<file path="config.mk">
export PLATFORM = sky130hd
export DESIGN_NAME = led_pwm_controller_flat
export DESIGN_NICKNAME = d
export VERILOG_FILES = /design/src/rtl/led_pwm_controller_if.sv /design/src/rtl/led_pwm_controller.sv /design/src/flat_wrapper.sv
export SDC_FILE = /design/constraint.sdc
export NUM_CORES = 1
export LEC_CHECK = 0
export CAP_MARGIN = 20
export CELL_PAD_IN_SITES_DETAIL_PLACEMENT = 1
export CELL_PAD_IN_SITES_GLOBAL_PLACEMENT = 2
export CORE_AREA = 2 2 167 169
export DETAILED_ROUTE_END_ITERATION = 10
export DIE_AREA = 0 0 169 171
export PLACE_DENSITY_LB_ADDON = 0.3
export SLEW_MARGIN = 10
export SYNTH_ARGS = -nofsm -noshare
export SYNTH_HDL_FRONTEND = slang
export SYNTH_SLANG_ARGS = --single-unit
</file>
<file path="constraint.sdc">
create_clock -name CLK -period 4.1 [get_ports CLK]
set_input_delay 1.23 -clock CLK [delete_from_list [all_inputs] [get_ports CLK]]
set_output_delay 1.23 -clock CLK [all_outputs]
set_load 0.01 [all_outputs]
</file>
<file path="src/rtl/led_pwm_controller_if.sv">
// rtl/led_pwm_controller_if.sv - Avalon-MM register bus bundle for the LED controller
interface led_pwm_controller_if;
    logic        WRITE;
    logic        READ;
    logic [7:0]  ADDR;
    logic [31:0] WDATA;
    logic [31:0] RDATA;

    modport master (output WRITE, READ, ADDR, WDATA, input RDATA);
    modport slave  (input WRITE, READ, ADDR, WDATA, output RDATA);
endinterface

</file>
<file path="src/rtl/led_pwm_controller.sv">
// rtl/led_pwm_controller.sv - per-channel off/on/blink/PWM LED driver with Avalon-MM registers
module led_pwm_controller #(
    parameter int N_LED    = 8,
    parameter int PWM_BITS = 8,
    parameter int PRESCALE = 50000
) (
    input  logic                 CLK,
    input  logic                 RST,
    led_pwm_controller_if.slave  bus,
    output logic [N_LED-1:0]     LED
);
    localparam int PW = (PRESCALE > 1) ? $clog2(PRESCALE) : 1;

    logic [N_LED-1:0]    enable_q, enable_d;
    logic [2*N_LED-1:0]  mode_q, mode_d;
    logic [15:0]         half_q, half_d;
    logic [PWM_BITS-1:0] duty_q [N_LED];
    logic [PWM_BITS-1:0] duty_d [N_LED];
    logic [PW-1:0]       presc_q, presc_d;
    logic [15:0]         blink_cnt_q, blink_cnt_d;
    logic                phase_q, phase_d;
    logic [PWM_BITS-1:0] pwm_q, pwm_d;
    logic [N_LED-1:0]    led_q, led_d;
    logic [31:0]         rdata_q, rdata_d;
    logic [31:0]         rd_val;
    logic                tick;
    logic                half_wr;
    logic                unused_wdata;

    assign tick         = (presc_q == PW'(PRESCALE - 1));
    assign unused_wdata = ^bus.WDATA;
    assign LED          = led_q;
    assign bus.RDATA    = rdata_q;

    always_comb begin
        enable_d    = enable_q;
        mode_d      = mode_q;
        half_d      = half_q;
        duty_d      = duty_q;
        blink_cnt_d = blink_cnt_q;
        phase_d     = phase_q;
        rdata_d     = rdata_q;
        led_d       = '0;
        rd_val      = '0;
        half_wr     = 1'b0;
        presc_d     = tick ? '0 : presc_q + 1'b1;
        pwm_d       = pwm_q + 1'b1;

        if (bus.WRITE) begin
            case (bus.ADDR)
                8'h00: enable_d = bus.WDATA[N_LED-1:0];
                8'h01: mode_d   = bus.WDATA[2*N_LED-1:0];
                8'h02: begin
                    half_d  = bus.WDATA[15:0];
                    half_wr = 1'b1;
                end
                default: ;
            endcase
            for (int i = 0; i < N_LED; i++) begin
                if (bus.ADDR == 8'(16 + i)) duty_d[i] = bus.WDATA[PWM_BITS-1:0];
            end
        end

        // A BLINK_HALF write beats a coincident tick; writing 0 parks the phase dark at once.
        if (half_wr) begin
            blink_cnt_d = '0;
            if (half_d == 16'd0) phase_d = 1'b0;
        end else if (half_q == 16'd0) begin
            blink_cnt_d = '0;
            phase_d     = 1'b0;
        end else if (tick) begin
            if (blink_cnt_q == half_q - 16'd1) begin
                blink_cnt_d = '0;
                phase_d     = ~phase_q;
            end else begin
                blink_cnt_d = blink_cnt_q + 16'd1;
            end
        end

        for (int i = 0; i < N_LED; i++) begin
            case (mode_q[2*i +: 2])
                2'd0:    led_d[i] = 1'b0;
                2'd1:    led_d[i] = enable_q[i];
                2'd2:    led_d[i] = enable_q[i] & phase_q;
                default: led_d[i] = enable_q[i] & (pwm_q < duty_q[i]);
            endcase
        end

        // Reads sample the pre-write register state, so read+write returns the old value.
        case (bus.ADDR)
            8'h00:   rd_val[N_LED-1:0]   = enable_q;
            8'h01:   rd_val[2*N_LED-1:0] = mode_q;
            8'h02:   rd_val[15:0]        = half_q;
            8'h03:   rd_val              = {blink_cnt_q, 15'd0, phase_q};
            default: ;
        endcase
        for (int i = 0; i < N_LED; i++) begin
            if (bus.ADDR == 8'(16 + i)) rd_val[PWM_BITS-1:0] = duty_q[i];
        end
        if (bus.READ) rdata_d = rd_val;
    end

    always_ff @(posedge CLK) begin
        if (RST) begin
            enable_q    <= '1;
            mode_q      <= (2*N_LED)'(1);
            half_q      <= 16'h01F4;
            duty_q      <= '{default: '0};
            presc_q     <= '0;
            blink_cnt_q <= '0;
            phase_q     <= 1'b0;
            pwm_q       <= '0;
            led_q       <= N_LED'(1);
            rdata_q     <= '0;
        end else begin
            enable_q    <= enable_d;
            mode_q      <= mode_d;
            half_q      <= half_d;
            duty_q      <= duty_d;
            presc_q     <= presc_d;
            blink_cnt_q <= blink_cnt_d;
            phase_q     <= phase_d;
            pwm_q       <= pwm_d;
            led_q       <= led_d;
            rdata_q     <= rdata_d;
        end
    end
endmodule

</file>
<file path="src/flat_wrapper.sv">
// flat-port wrapper written by rule: the top's interface ports become plain ports
module led_pwm_controller_flat 
#(
    parameter int N_LED    = 8,
    parameter int PWM_BITS = 8,
    parameter int PRESCALE = 50000
)
  (CLK, RST, LED, bus_WRITE, bus_READ, bus_ADDR, bus_WDATA, bus_RDATA);
  led_pwm_controller_if bus_i ();
  input  logic CLK;
  input  logic RST;
  output logic [N_LED-1:0] LED;
  input wire logic [$bits(bus_i.WRITE)-1:0] bus_WRITE;
  input wire logic [$bits(bus_i.READ)-1:0] bus_READ;
  input wire logic [$bits(bus_i.ADDR)-1:0] bus_ADDR;
  input wire logic [$bits(bus_i.WDATA)-1:0] bus_WDATA;
  output wire logic [$bits(bus_i.RDATA)-1:0] bus_RDATA;
  assign bus_i.WRITE = bus_WRITE;
  assign bus_i.READ = bus_READ;
  assign bus_i.ADDR = bus_ADDR;
  assign bus_i.WDATA = bus_WDATA;
  assign bus_RDATA = bus_i.RDATA;
  led_pwm_controller #(.N_LED(N_LED), .PWM_BITS(PWM_BITS), .PRESCALE(PRESCALE)) u_core (.CLK(CLK), .RST(RST), .bus(bus_i), .LED(LED));
endmodule
</file>
==> key figures, run 1 <==
Outcome
  – Status: completed

Worst hold path
  – Worst hold path type: reg2reg

Floorplan
  – Initial Util: 37.1%
  – Die area: just under 30000 sq um
  – Core Footprint: 27300 sq um
  – Die W: 169 um
  – Die height: 171 um
  – Top Ports: 84
  – Site Rows: 61

Logic synthesis
  – Mapped Area: 10100 sq um
  – Synth unique cells: 76
  – Post-synth EDFFs: 0
  – Top_reg_cell synth: dfxtp_1
  – #FFs+latches synth: ~190
  – Post-Syn Instances: 1222
  – Seq/Total Area, Yosys: around 37%
  – Post-synth ARST share: 0%
  – Yosys warnings: 0
  – Mapped Avg Cell Area: around 8.3 sq um
  – Syn Nets: approximately 1300

Worst setup path
  – Worst Setup SP: bus_ADDR[3]
  – Worst reg-to-reg setup slack: 0.96 ns
  – Setup Crit Path Kind: in2reg
  – Crit end category: register
  – Required time worst endpoint: 4.39 ns
  – FF-to-FF path depth: 8
  – Worst r2r dst: u_core.phase_q
  – Worst r2r src: u_core.half_q[1]
  – Startpoint class of the critical path: input pin
  – Crit path to: u_core.blink_cnt_q[15]
  – CP Max Fanout: 16
  – WP data arrival: 3.69 ns

Layout
  – Most frequent cells in the layout: dfxtp_1 (185), nand2_1 (147), nor2_1 (110)
  – Post-Layout Cell Count: 1637
  – Area grow syn2layout: 16.5%
  – Finished Core Util: between 40% and 50%
  – Commonest non-fill, non-tap cell in the layout: dfxtp_1
  – Net count, final: 1381
  – Fin area: 11800 sq um
  – Fraction of layout cells with a size suffix above 1: 8.91%

CTS
  – Clock Tree Buf Depth: 2
  – Clock Root Buffer: clkbuf_16
  – CTS tree: built
  – Post_cts resized: 0
  – Htree depth: 4
  – Worst-skew pair later-pin latency: 0.44 ns
  – Worst-path clk slew: about 0.08 ns
  – Setup bufs post-CTS: 0
  – Hold-fix buffers at CTS: 0
  – Number of CTS-inserted buffers: 17
  – CTS sink cnt: 185

Placement
  – Port Buffers: 67
  – Placed cell count: 1604
  – GPL Wtd Cong: 0.821
  – Post-DP Area: roughly 11000 sq um
  – Pre-CTS setup slack: roughly 0.26 ns
  – Post-detail-place hpwl: 23900 um

Power
  – Peak supply drop: 265 uV
  – Leak Pwr: 4.45 nW
  – Pwr/cell area: 330 nW/um^2

Timing
  – Max Clk Rate: 0.295 GHz
  – Final Cycle Share: 82.8%
  – RSZ-0062 raised after global routing: no
  – Final hold viol count: 0
  – Tightest Pin Transition: 0.859 ns
  – Final Max Tran Viols: 0
  – Setup slack after layout: 0.706 ns
  – Clk_skew: 0.0173 ns
  – Final setup violation count: 0
  – Total negative slack: 0 ns
  – Minimum clock period: 3.39 ns
  – Slew Limit Headroom: a little over two fifths

Global routing
  – Initial antenna violation count: 0
  – Number of global-route vias before repair: about 9000
  – Total grt overflow: 0
  – Global-route wire length before repair: 52700 um
  – GR Util All Layers: between 20% and 30%
  – Pin count of the biggest net entering global routing: 76

Drt
  – Routed wire length: 33600 um
  – WL/cell: ~21 um
  – Post-route antenna net violation count: 0
  – DR vias/cell: 5.48
  – Total number of vias: 8976
  – 1st-iter DRT viols: 426
  – Drt pass-1 iters: 5
  – Number of remaining DRC errors: 0

Flow run
  – Max_cap viols: 0
synthesized netlist by cell type (37+ instances only):
master | count | area share (%)
a21oi_1 | 109 | 5.4
clkbuf_1 | 58 | 2.1
dfxtp_1 | 185 | 37
ha_1 | 60 | 7.4
inv_1 | 68 | 2.5
mux2i_1 | 53 | 5.2
nand2_1 | 147 | 5.4
nand3_1 | 72 | 3.6
nor2_1 | 110 | 4.1
o21ai_0 | 37 | 1.8
worst max-delay path: stages:
cell and delay, ns:
clkdlybuf4s50_1 0.44, or4_1 0.66, buf_4 0.24, nor3_4 0.27, nand2_4 0.19, o311ai_4 0.26
buf_4 0.31, nor3_1 0.07
through the flow:
| step | hold slack, ns | total power, W |
|---|---|---|
| after floorplan | 0.413 | 0.00203 |
| after global placement | 0.426 | 0.00218 |
| after detailed placement | 0.434 | 0.00218 |
| after CTS | 0.445 | 0.00395 |
| after global routing | 0.469 | 0.00404 |
| final | 0.439 | 0.00389 |
state kept, by name, summed over array words and instances, names as in the netlist, 16 cells and up:
| register | cells |
|---|---|
| u_core.duty_q | 64 |
| u_core.presc_q | 16 |
| u_core.mode_q | 16 |
| u_core.bus.RDATA | 32 |
| u_core.blink_cnt_q | 16 |
| u_core.half_q | 16 |
where the power goes:
part / internal [W] / switching [W]
Sequential: 0.00181 / 0.0000196
Combinational: 0.000121 / 0.000193
Clock: 0.000945 / 0.000807
Total: 0.00287 / 0.00102
logic make-up (layout without fill, tap and decap cells):
kind of cell	Yosys count	after routing	share of synthesized area, %
compound gates	267	267	16.8
xor+xnor	49	49	4.42
fa+ha+maj	60	60	7.41
buf+inv	143	211	6.13
flops	185	185	36.5
mux	53	53	5.23
other cells	0	1	0
simple gates	465	465	23.5
how the worst min path moves through the flow:
stage	from	cells after the start	to
floorplan	u_core.presc_q[0]	1	u_core.presc_q[0]
finish	u_core.presc_q[0]	1	u_core.presc_q[0]
detailed placement	u_core.presc_q[0]	1	u_core.presc_q[0]
global placement	u_core.presc_q[0]	1	u_core.presc_q[0]
CTS	u_core.presc_q[0]	1	u_core.presc_q[0]
global route	u_core.presc_q[0]	1	u_core.presc_q[0]
layer usage:
metal	routed length, um	track usage, %	vias up
li1	-	-	4377
met1	14900	29.0	4408
met2	16700	41.7	125
met3	829	3.28	66
met4	1250	10.7	0
met5	0	0	-
layout make-up:
class	count	area (sq um)
multi-input combinational	894	5810
antenna	1	2.50
inverter	69	259
clock inverter	14	180
tap	346	433
clock buffer	18	439
sequential	185	3700
timing repair buffer	110	981
fill	3280	15500
Power figures use the tool's default switching activity.
==> run 2: changes to the inputs <==
--- a/config.mk
+++ b/config.mk
@@ -8,9 +8,9 @@
 export CAP_MARGIN = 20
 export CELL_PAD_IN_SITES_DETAIL_PLACEMENT = 1
 export CELL_PAD_IN_SITES_GLOBAL_PLACEMENT = 2
-export CORE_AREA = 2 2 167 169
+export CORE_AREA = 2 2 171 173
 export DETAILED_ROUTE_END_ITERATION = 10
-export DIE_AREA = 0 0 169 171
+export DIE_AREA = 0 0 173 175
 export PLACE_DENSITY_LB_ADDON = 0.3
 export SLEW_MARGIN = 10
 export SYNTH_ARGS = -nofsm -noshare
==> constraint.sdc (replaced) <==
create_clock -name CLK -period 3.3 [get_ports CLK]
set_input_delay 0.99 -clock CLK [delete_from_list [all_inputs] [get_ports CLK]]
set_output_delay 0.99 -clock CLK [all_outputs]
set_load 0.01 [all_outputs]
==> key figures, run 2 (synthesis gave the netlist of run 1 again) <==
Power
  – Leak Pwr: 4.61 nW (+3.5%)
  – Seq pwr share: 47.6% (+0.7 points)
  – Peak supply drop: 265 uV (+0.18%)
  – Gate power share: 8.6% (+0.5 points)
  – Clock share of power: 43.8% (-1.2 points)
  – Sw Pwr: 0.00131 W (+29%)
  – Pwr/cell area: 393 nW/um^2 (+19%)
  – Switching share of power: 27.6% (+1.4 points)
  – Pint: 0.00346 W (+20%)

Global routing
  – GR Util All Layers: 22.8% (-0.99 points)
  – Total grt overflow: 0 (unchanged)
  – Global-route wire length before repair: 53500 um (+1.6%)
  – Pin count of the biggest net entering global routing: 77 (+1.3%)
  – Number of global-route vias before repair: 9376 (+2.1%)
  – Initial antenna violation count: 0 (unchanged)

Floorplan
  – Site Rows: 62 (+1.6%)
  – Top Ports: 84 (unchanged)
  – Initial Util: 35.7% (-1.4 points)
  – Die area: 30300 sq um (+4.8%)
  – Core Footprint: 28400 sq um (+3.9%)
  – Die height: 175 um (+2.3%)
  – Die W: 173 um (+2.4%)

Layout
  – Fraction of layout cells with a size suffix above 1: 11.0% (+2.1 points)
  – Fin area: 12100 sq um (+2.8%)
  – Top reg by flops: u_core.duty_q
  – Commonest non-fill, non-tap cell in the layout: dfxtp_1
  – Area grow syn2layout: 19.8%
  – Net count, final: 1411 (+2.2%)
  – Finished Core Util: 42.8% (-0.45 points)
  – Max reg flops: 64 (unchanged)
  – Most frequent cells in the layout: dfxtp_1 (185), nand2_1 (147), nor2_1 (110)

Worst setup path
  – Required time worst endpoint: 3.65 ns (-0.74 ns)
  – Setup Crit Path Kind: in2reg
  – Crit-path slowest cell: or4_1
  – CP cell instances: clkdlybuf4s50_1 > or4_1 > buf_4 > a2111oi_0 > buf_4 > o32ai_1 > a311oi_1
  – Crit end category: register
  – Critical Path Most Common Cell: buf_4
  – Crit-path max cell delay: 0.66 ns (about the same)
  – WP data arrival: 3.37 ns (-0.32 ns)
  – Startpoint class of the critical path: input pin
  – CP Max Fanout: 6 (-10)

CTS
  – Number of CTS-inserted buffers: 17 (unchanged)
  – Clock Tree Buf Depth: 2 (unchanged)
  – Worst-path clk slew: 0.07 ns (about the same)
  – Clock Root Buffer: clkbuf_16
  – CTS sink cnt: 185 (unchanged)
  – Setup bufs post-CTS: 0 (unchanged)
  – CTS tree: built
  – Post_cts resized: 0 (unchanged)
  – Htree depth: 4 (unchanged)
  – Hold-fix buffers at CTS: 0 (unchanged)
  – Worst-skew pair later-pin latency: 0.44 ns (about the same)

Timing
  – RSZ-0062 raised after global routing: no
  – Max Clk Rate: between 0.3 and 0.4 GHz
  – Final Max Tran Viols: 0 (unchanged)
  – Slew Limit Headroom: 28.2% (-14 points)
  – Setup slack after layout: 0.277 ns (-0.429 ns)
  – Final hold viol count: 0 (unchanged)
  – Clk_skew: 0.0169 ns (-0.000418 ns)
  – Tightest Pin Transition: 1.07 ns (+0.215 ns)
  – Minimum clock period: 3.02 ns
  – Final Cycle Share: approximately nine tenths
  – Final setup violation count: 0 (unchanged)

Placement
  – Pre-CTS setup slack: -0.161 ns (-0.417 ns)
  – Port Buffers: 67 (unchanged)
  – GPL Wtd Cong: 0.816 (-0.60%)
  – Post-detail-place hpwl: 24900 um (+4.1%)
  – Post-DP Area: 11600 sq um (+3.3%)

Drt
  – Total number of vias: 9095 (+1.3%)
  – DR vias/cell: 5.33 (-2.7%)
  – Drt pass-1 iters: 5 (unchanged)
  – 1st-iter DRT viols: 461 (+8.2%)
  – Post-route antenna net violation count: 0 (unchanged)
  – Number of remaining DRC errors: 0 (unchanged)
  – Routed wire length: 34000 um (+1.3%)
  – WL/cell: 20.0 um (-2.8%)

Worst hold path
  – Worst hold path type: reg2reg

Outcome
  – Status: completed

Flow run
  – Max_cap viols: 0 (unchanged)
[run 2: changes by cell type in the layout (fill, tap and decap cells not counted)]
cell        previous run  this run
clkinv_2               1         0
bufinv_16              2         0
clkinv_4               1         3
inv_8                  2         4
clkinv_8               2         1
inv_6                  5         2
buf_4                 44        66
buf_12                 0         8
clkbuf_8               1         2
clkinvlp_4             1         3
[run 2: cell type report]
cell class	count	area [sq um]
inverter	69	259
multi-input combinational	894	5810
clock buffer	19	453
clock inverter	13	128
antenna	1	2.50
tap	384	480
timing repair buffer	140	1310
fill	3404	16200
sequential	185	3700
[run 2: stage by stage]
step | std cells | hold WS [ns] | power, W | setup TNS (ns)
floorplan | 1222 | 0.413 | 0.00253 | 0
global placement | 1672 | 0.427 | 0.00273 | -0.565
detailed placement | 1672 | 0.452 | 0.00273 | -2.01
CTS | 1704 | 0.464 | 0.00481 | 0
global route | 1704 | 0.484 | 0.00493 | 0
finish | 1705 | 0.458 | 0.00477 | 0
[run 2: worst max-delay path: cells and delay by family]
| family | cells | cell delay, ns |
|---|---|---|
| compound gates | 3 | 0.83 |
| simple gates | 1 | 0.66 |
| buf+inv | 3 | 0.89 |
[run 2: worst paths after layout]
path                                   startpoint                     end  slack, ns  depth (start not counted)
worst max-delay path                  bus_ADDR[2]     u_core.bus.RDATA[2]       0.28                          7
worst min-delay path            u_core.presc_q[0]       u_core.presc_q[0]       0.46                          1
worst max register to register   u_core.half_q[1]  u_core.blink_cnt_q[15]       0.64                          9
worst min register to register  u_core.presc_q[0]       u_core.presc_q[0]       0.46                          1
[run 2: power groups by stage]
| stage | clock network, W | logic, W | registers (W) |
|---|---|---|---|
| floorplan | 0 | 0.000212 | 0.00232 |
| CTS | 0.00213 | 0.000413 | 0.00227 |
| detailed placement | 0 | 0.000411 | 0.00232 |
| global route | 0.00222 | 0.000440 | 0.00227 |
| global placement | 0 | 0.000408 | 0.00232 |
| finish | 0.00209 | 0.000409 | 0.00227 |
[run 2: layer usage]
metal | wire, um | vias up | global-route usage (%) | part of all wire (%)
li1 | - | 4430 | - | -
met1 | 15700 | 4516 | 28.5 | 46
met2 | 16900 | 116 | 41.2 | 50
met3 | 841 | 33 | 2.61 | 2.5
met4 | 621 | 0 | 6.53 | 1.8
met5 | 0 | - | 0 | 0
==> run 3: changes to the inputs <==
--- a/config.mk
+++ b/config.mk
@@ -8,9 +8,9 @@
 export CAP_MARGIN = 20
 export CELL_PAD_IN_SITES_DETAIL_PLACEMENT = 1
 export CELL_PAD_IN_SITES_GLOBAL_PLACEMENT = 2
-export CORE_AREA = 2 2 171 173
+export CORE_AREA = 2 2 180 165
 export DETAILED_ROUTE_END_ITERATION = 10
-export DIE_AREA = 0 0 173 175
+export DIE_AREA = 0 0 182 167
 export PLACE_DENSITY_LB_ADDON = 0.3
 export SLEW_MARGIN = 10
 export SYNTH_ARGS = -nofsm -noshare
==> key figures, run 3 (synthesis gave the netlist of run 1 again) <==
Outcome
  – Status: completed

Floorplan
  – Initial Util: 35.6% (-0.13 points)
  – Die height: 167 um (-4.6%)
  – Die area: 30400 sq um (+0.39%)
  – Core Footprint: 28500 sq um (+0.36%)
  – Top Ports: 84 (unchanged)
  – Die W: 182 um (+5.2%)
  – Site Rows: 59 (-4.8%)

Power
  – Gate power share: 8.4% (-0.2 points)
  – Pint: 0.00360 W (+4.1%)
  – Peak supply drop: 374 uV (+41%)
  – Seq pwr share: 46.6% (-1.0 points)
  – Leak Pwr: 4.61 nW (about the same)
  – Clock share of power: 45.0% (+1.2 points)
  – Pwr/cell area: 403 nW/um^2 (+2.5%)
  – Switching share of power: 26.2% (-1.4 points)
  – Sw Pwr: 0.00127 W (-3.0%)
  – Tot Pwr: 0.00487 W (+2.1%)

Placement
  – Port Buffers: 67 (unchanged)
  – Pre-CTS setup slack: -0.0463 ns (+0.114 ns)
  – Post-detail-place hpwl: 25000 um (+0.43%)
  – Placed cell count: 1652 (-1.2%)
  – GPL Wtd Cong: 0.847 (+3.8%)

Layout
  – Ant. Diodes: 0 (-1)
  – Top reg by flops: u_core.duty_q
  – Commonest non-fill, non-tap cell in the layout: dfxtp_1
  – Most frequent cells in the layout: dfxtp_1 (185), nand2_1 (147), nor2_1 (110)
  – Fraction of layout cells with a size suffix above 1: 10.8% (-0.21 points)
  – Net count, final: 1409 (-0.14%)
  – Post-Layout Cell Count: 1684 (-1.2%)
  – Fill cell count: 3398 (-0.18%)
  – Max reg flops: 64 (unchanged)
  – Area grow syn2layout: 19.4%

CTS
  – Number of CTS-inserted buffers: 17 (unchanged)
  – Worst-path clk slew: 0.07 ns (about the same)
  – CTS sink cnt: 185 (unchanged)
  – Clock Tree Buf Depth: 2 (unchanged)
  – Post_cts resized: 0 (unchanged)
  – CTS tree: built
  – Worst-skew pair later-pin latency: 0.45 ns (about the same)
  – Hold-fix buffers at CTS: 0 (unchanged)
  – Htree depth: 4 (unchanged)
  – Clock Root Buffer: clkbuf_16
  – Setup bufs post-CTS: 0 (unchanged)

Drt
  – Routed wire length: 33900 um (-0.50%)
  – Drt pass-1 iters: 5 (unchanged)
  – 1st-iter DRT viols: 535 (+16%)
  – Total number of vias: 9119 (+0.26%)
  – DR vias/cell: 5.42 (+1.5%)
  – Number of remaining DRC errors: 0 (unchanged)
  – WL/cell: 20.1 um (+0.74%)
  – Post-route antenna net violation count: 0 (unchanged)

Worst setup path
  – CP Max Fanout: 6 (unchanged)
  – CP cell instances: clkdlybuf4s50_1 > or4_1 > buf_4 > nor2_1 > buf_4 > nand2_1 > a21oi_1 > o22ai_1 > a2111oi_0
  – Crit-path max cell delay: 0.52 ns (-0.14 ns)
  – WP data arrival: 3.27 ns (-0.10 ns)
  – CP delay by family, top: compound AO/OA/AOI/OAI gates
  – Crit end category: register
  – Required time worst endpoint: 3.62 ns (-0.03 ns)
  – Worst path bufs/invs: 3 (unchanged)
  – Setup Crit Path Kind: in2reg
  – Startpoint class of the critical path: input pin
  – Crit-path slowest cell: or4_1
  – Critical Path Most Common Cell: buf_4

Timing
  – Final setup violation count: 0 (unchanged)
  – Final hold viol count: 0 (unchanged)
  – RSZ-0062 raised after global routing: no
  – Final Max Tran Viols: 0 (unchanged)
  – Clk_skew: 0.0129 ns (-0.00404 ns)
  – Tightest Pin Transition: 1.09 ns (+0.0211 ns)
  – Minimum clock period: 2.95 ns (-0.0697 ns)
  – Final Cycle Share: 89.5% (-2.1 points)
  – Hold Slack: 0.443 ns (-0.0147 ns)
  – Slew Limit Headroom: 27.0% (-1.1 points)
  – Total negative slack: 0 ns (unchanged)
  – Max Clk Rate: 0.339 GHz (+2.4%)
  – Setup slack after layout: 0.347 ns (+0.0697 ns)

Worst hold path
  – Worst hold path type: reg2reg

Global routing
  – Pin count of the biggest net entering global routing: 99 (+29%)
  – Initial antenna violation count: 0 (unchanged)
  – GR Util All Layers: 22.7% (-0.12 points)
  – Global-route wire length before repair: 53200 um (-0.58%)
  – Number of global-route vias before repair: 9338 (-0.41%)
  – Total grt overflow: 0 (unchanged)

Flow run
  – Max_cap viols: 0 (unchanged)
[run 3: power by group through the flow]
stage	Sequential (W)	Combinational, W	Clock (W)
3_5_place_dp	0.00232	0.000410	0
6_report	0.00227	0.000410	0.00219
4_1_cts	0.00227	0.000412	0.00224
3_3_place_gp	0.00232	0.000406	0
2_1_floorplan	0.00232	0.000212	0
5_1_grt	0.00227	0.000443	0.00232
[run 3: worst paths after layout]
kind	startpoint	end	slack (ns)	cells past startpoint
max	bus_ADDR[3]	u_core.bus.RDATA[4]	0.35	9
min	u_core.presc_q[0]	u_core.presc_q[0]	0.44	1
max reg2reg	u_core.half_q[4]	u_core.blink_cnt_q[15]	0.47	8
min reg2reg	u_core.presc_q[0]	u_core.presc_q[0]	0.44	1
[run 3: per-stage QoR]
stage / instance area (sq um) / utilization (%)
after global placement: 11500 / 40.3
after floorplan: 10100 / -
after global routing: 12100 / 42.5
after detailed placement: 11500 / 40.3
after CTS: 12100 / 42.5
final: 12100 / 42.5
[run 3: final cells by class]
| class | count | area [sq um] | area share (%) |
|---|---|---|---|
| tap | 366 | 458 | 3.78 |
| clock buffer | 20 | 457 | 3.77 |
| timing repair buffer | 138 | 1250 | 10.4 |
| clock inverter | 12 | 159 | 1.31 |
| inverter | 69 | 259 | 2.14 |
| sequential | 185 | 3700 | 30.6 |
| multi-input combinational | 894 | 5810 | 48.0 |
[run 3: layer usage]
| layer | track usage (%) | up-vias | wire length (um) |
|---|---|---|---|
| met5 | 0 | - | 0 |
| met4 | 5.58 | 0 | 399 |
| met2 | 36.1 | 154 | 15400 |
| li1 | - | 4423 | - |
| met3 | 3.39 | 20 | 1100 |
| met1 | 32.2 | 4522 | 17000 |
==> edit (flow settings as in run 3) <==
`PWM_BITS` is set to 8 in 2 places; all go to 10.
--- a/src/rtl/led_pwm_controller.sv
+++ b/src/rtl/led_pwm_controller.sv
@@ -2,5 +2,5 @@
 module led_pwm_controller #(
     parameter int N_LED    = 8,
-    parameter int PWM_BITS = 8,
+    parameter int PWM_BITS = 10,
     parameter int PRESCALE = 50000
 ) (
--- a/src/flat_wrapper.sv
+++ b/src/flat_wrapper.sv
@@ -3,5 +3,5 @@
 #(
     parameter int N_LED    = 8,
-    parameter int PWM_BITS = 8,
+    parameter int PWM_BITS = 10,
     parameter int PRESCALE = 50000
 )
Formal check against the unedited RTL: not equivalent (a bounded check fails within 4 cycles, from zero or initial values and one cycle with RST high).
==> edit against run 3 <==
Wire length rose by 16%. Setup slack got worse by 0.13 ns. Sequential share of layout area fell by 0.46 points. Synthesized area rose by 9.1%. Final area rose by 11%. Die area did not move. Power rose by 17%. Sequential cell count rose by 18. Highest routed layer unchanged.
==> edit: results (changes against run 3) <==
| Metric | Value |
|---|---|
| Crit path arrival time | 3.47 ns (was 3.27 ns) |
| Outcome | completed (unchanged) |
| Max reg flops | 80 (was 64) |
| Cells after DPL | 1833 (was 1652) |
| Leakage power | 0.00519 µW (was 0.00461 µW) |
| Max VDD drop | 0.321 mV (was 0.374 mV) |
| Post-Syn Nets | 1510 (was 1326) |
| Mux share of post-synthesis cell area | 0.0613 (was 0.0523) |
| DR WL/cell | 21.0 µm (was 20.1 µm) |
| Synth cell types | 71 (was 76) |
| R2R setup slack | 0.33 ns (was 0.47 ns) |
| Router iterations before antenna repair | 6 (was 5) |
| Synth top area cells | dfxtp_1 37%, ha_1 8.6%, nand2_1 7.1%, a21oi_1 5.7%, mux2i_1 5.5% (was dfxtp_1 37%, ha_1 7.4%, nand2_1 5.4%, a21oi_1 5.4%, mux2i_1 5.2%) |
| Post-synthesis xor/xnor area fraction | 0.0356 (was 0.0442) |
| Clock skew | 0.0236 ns (was 0.0129 ns) |
| CP endpoint | u_core.bus.RDATA[7]$_SDFFE_PP0P_ (was u_core.bus.RDATA[4]$_SDFFE_PP0P_) |
| CP top delay family | buffers and inverters (was compound AO/OA/AOI/OAI gates) |
| Avg Inst Size Synth | 7.96 µm² (was 8.30 µm²) |
| Final period util | 0.934 (was 0.895) |
| Synth Area in Adders | 0.0860 (was 0.0741) |
| Total global-route track usage | 0.258 (was 0.227) |
| Layout cells sized above 1 | 0.0986 (was 0.108) |
| Reg-to-reg endpoint | u_core.phase_q$_SDFFE_PP0P_ (was u_core.blink_cnt_q[15]$_SDFFE_PP0N_) |
| Critical-path top delay cell | clkdlybuf4s50_1 (was or4_1) |
| Post-synthesis sequential area ratio | 0.367 (was 0.365) |
| WHS | 0.452 ns (was 0.443 ns) |
| Initial DRC count | 733 (was 535) |
| RePlAce Congestion | 0.973 (was 0.847) |
| Slew @ Worst Pin | 0.796 ns (was 1.09 ns) |
| First-pass GRT wire length | 61500 µm (was 53200 µm) |
| Worst flop-to-flop path startpoint | u_core.half_q[1]$_SDFF_PP0_ (was u_core.half_q[4]$_SDFF_PP1_) |
| Power Internal | 4350 µW (was 3600 µW) |
[edit: worst reg2reg max path: cells and delay by family (launching register included)]
family	cells	cell delay [ns]
adder cells (fa/ha/maj)	1	0.25
buffers and inverters	2	0.30
flip-flops	1	0.39
AND/OR/NAND/NOR	6	1.73
AO/OA/AOI/OAI	1	0.25
[edit: routing by layer]
layer  global-route usage  up-vias  share of wire
met3               0.0304       60          0.043
met2                0.412      241           0.44
li1                     -     5007              -
met4               0.0684        0          0.027
met1                0.370     5153           0.49
met5                    0        -              0
[edit: power by group through the flow]
stage	Clock (µW)	Combinational [µW]	Sequential, µW
global route	3000	431	2490
global placement	0	392	2540
finish	2830	402	2490
floorplan	0	196	2530
CTS	2890	400	2490
detailed placement	0	398	2540
[edit: layout make-up]
type / instances / area [µm²]
Clock inverter: 9 / 125
Inverter: 86 / 323
Fill cell: 3416 / 15000
Clock buffer: 35 / 713
Sequential cell: 203 / 4060
Timing Repair Buffer: 158 / 1440
Tap cell: 366 / 458
Multi-Input combinational cell: 1020 / 6360
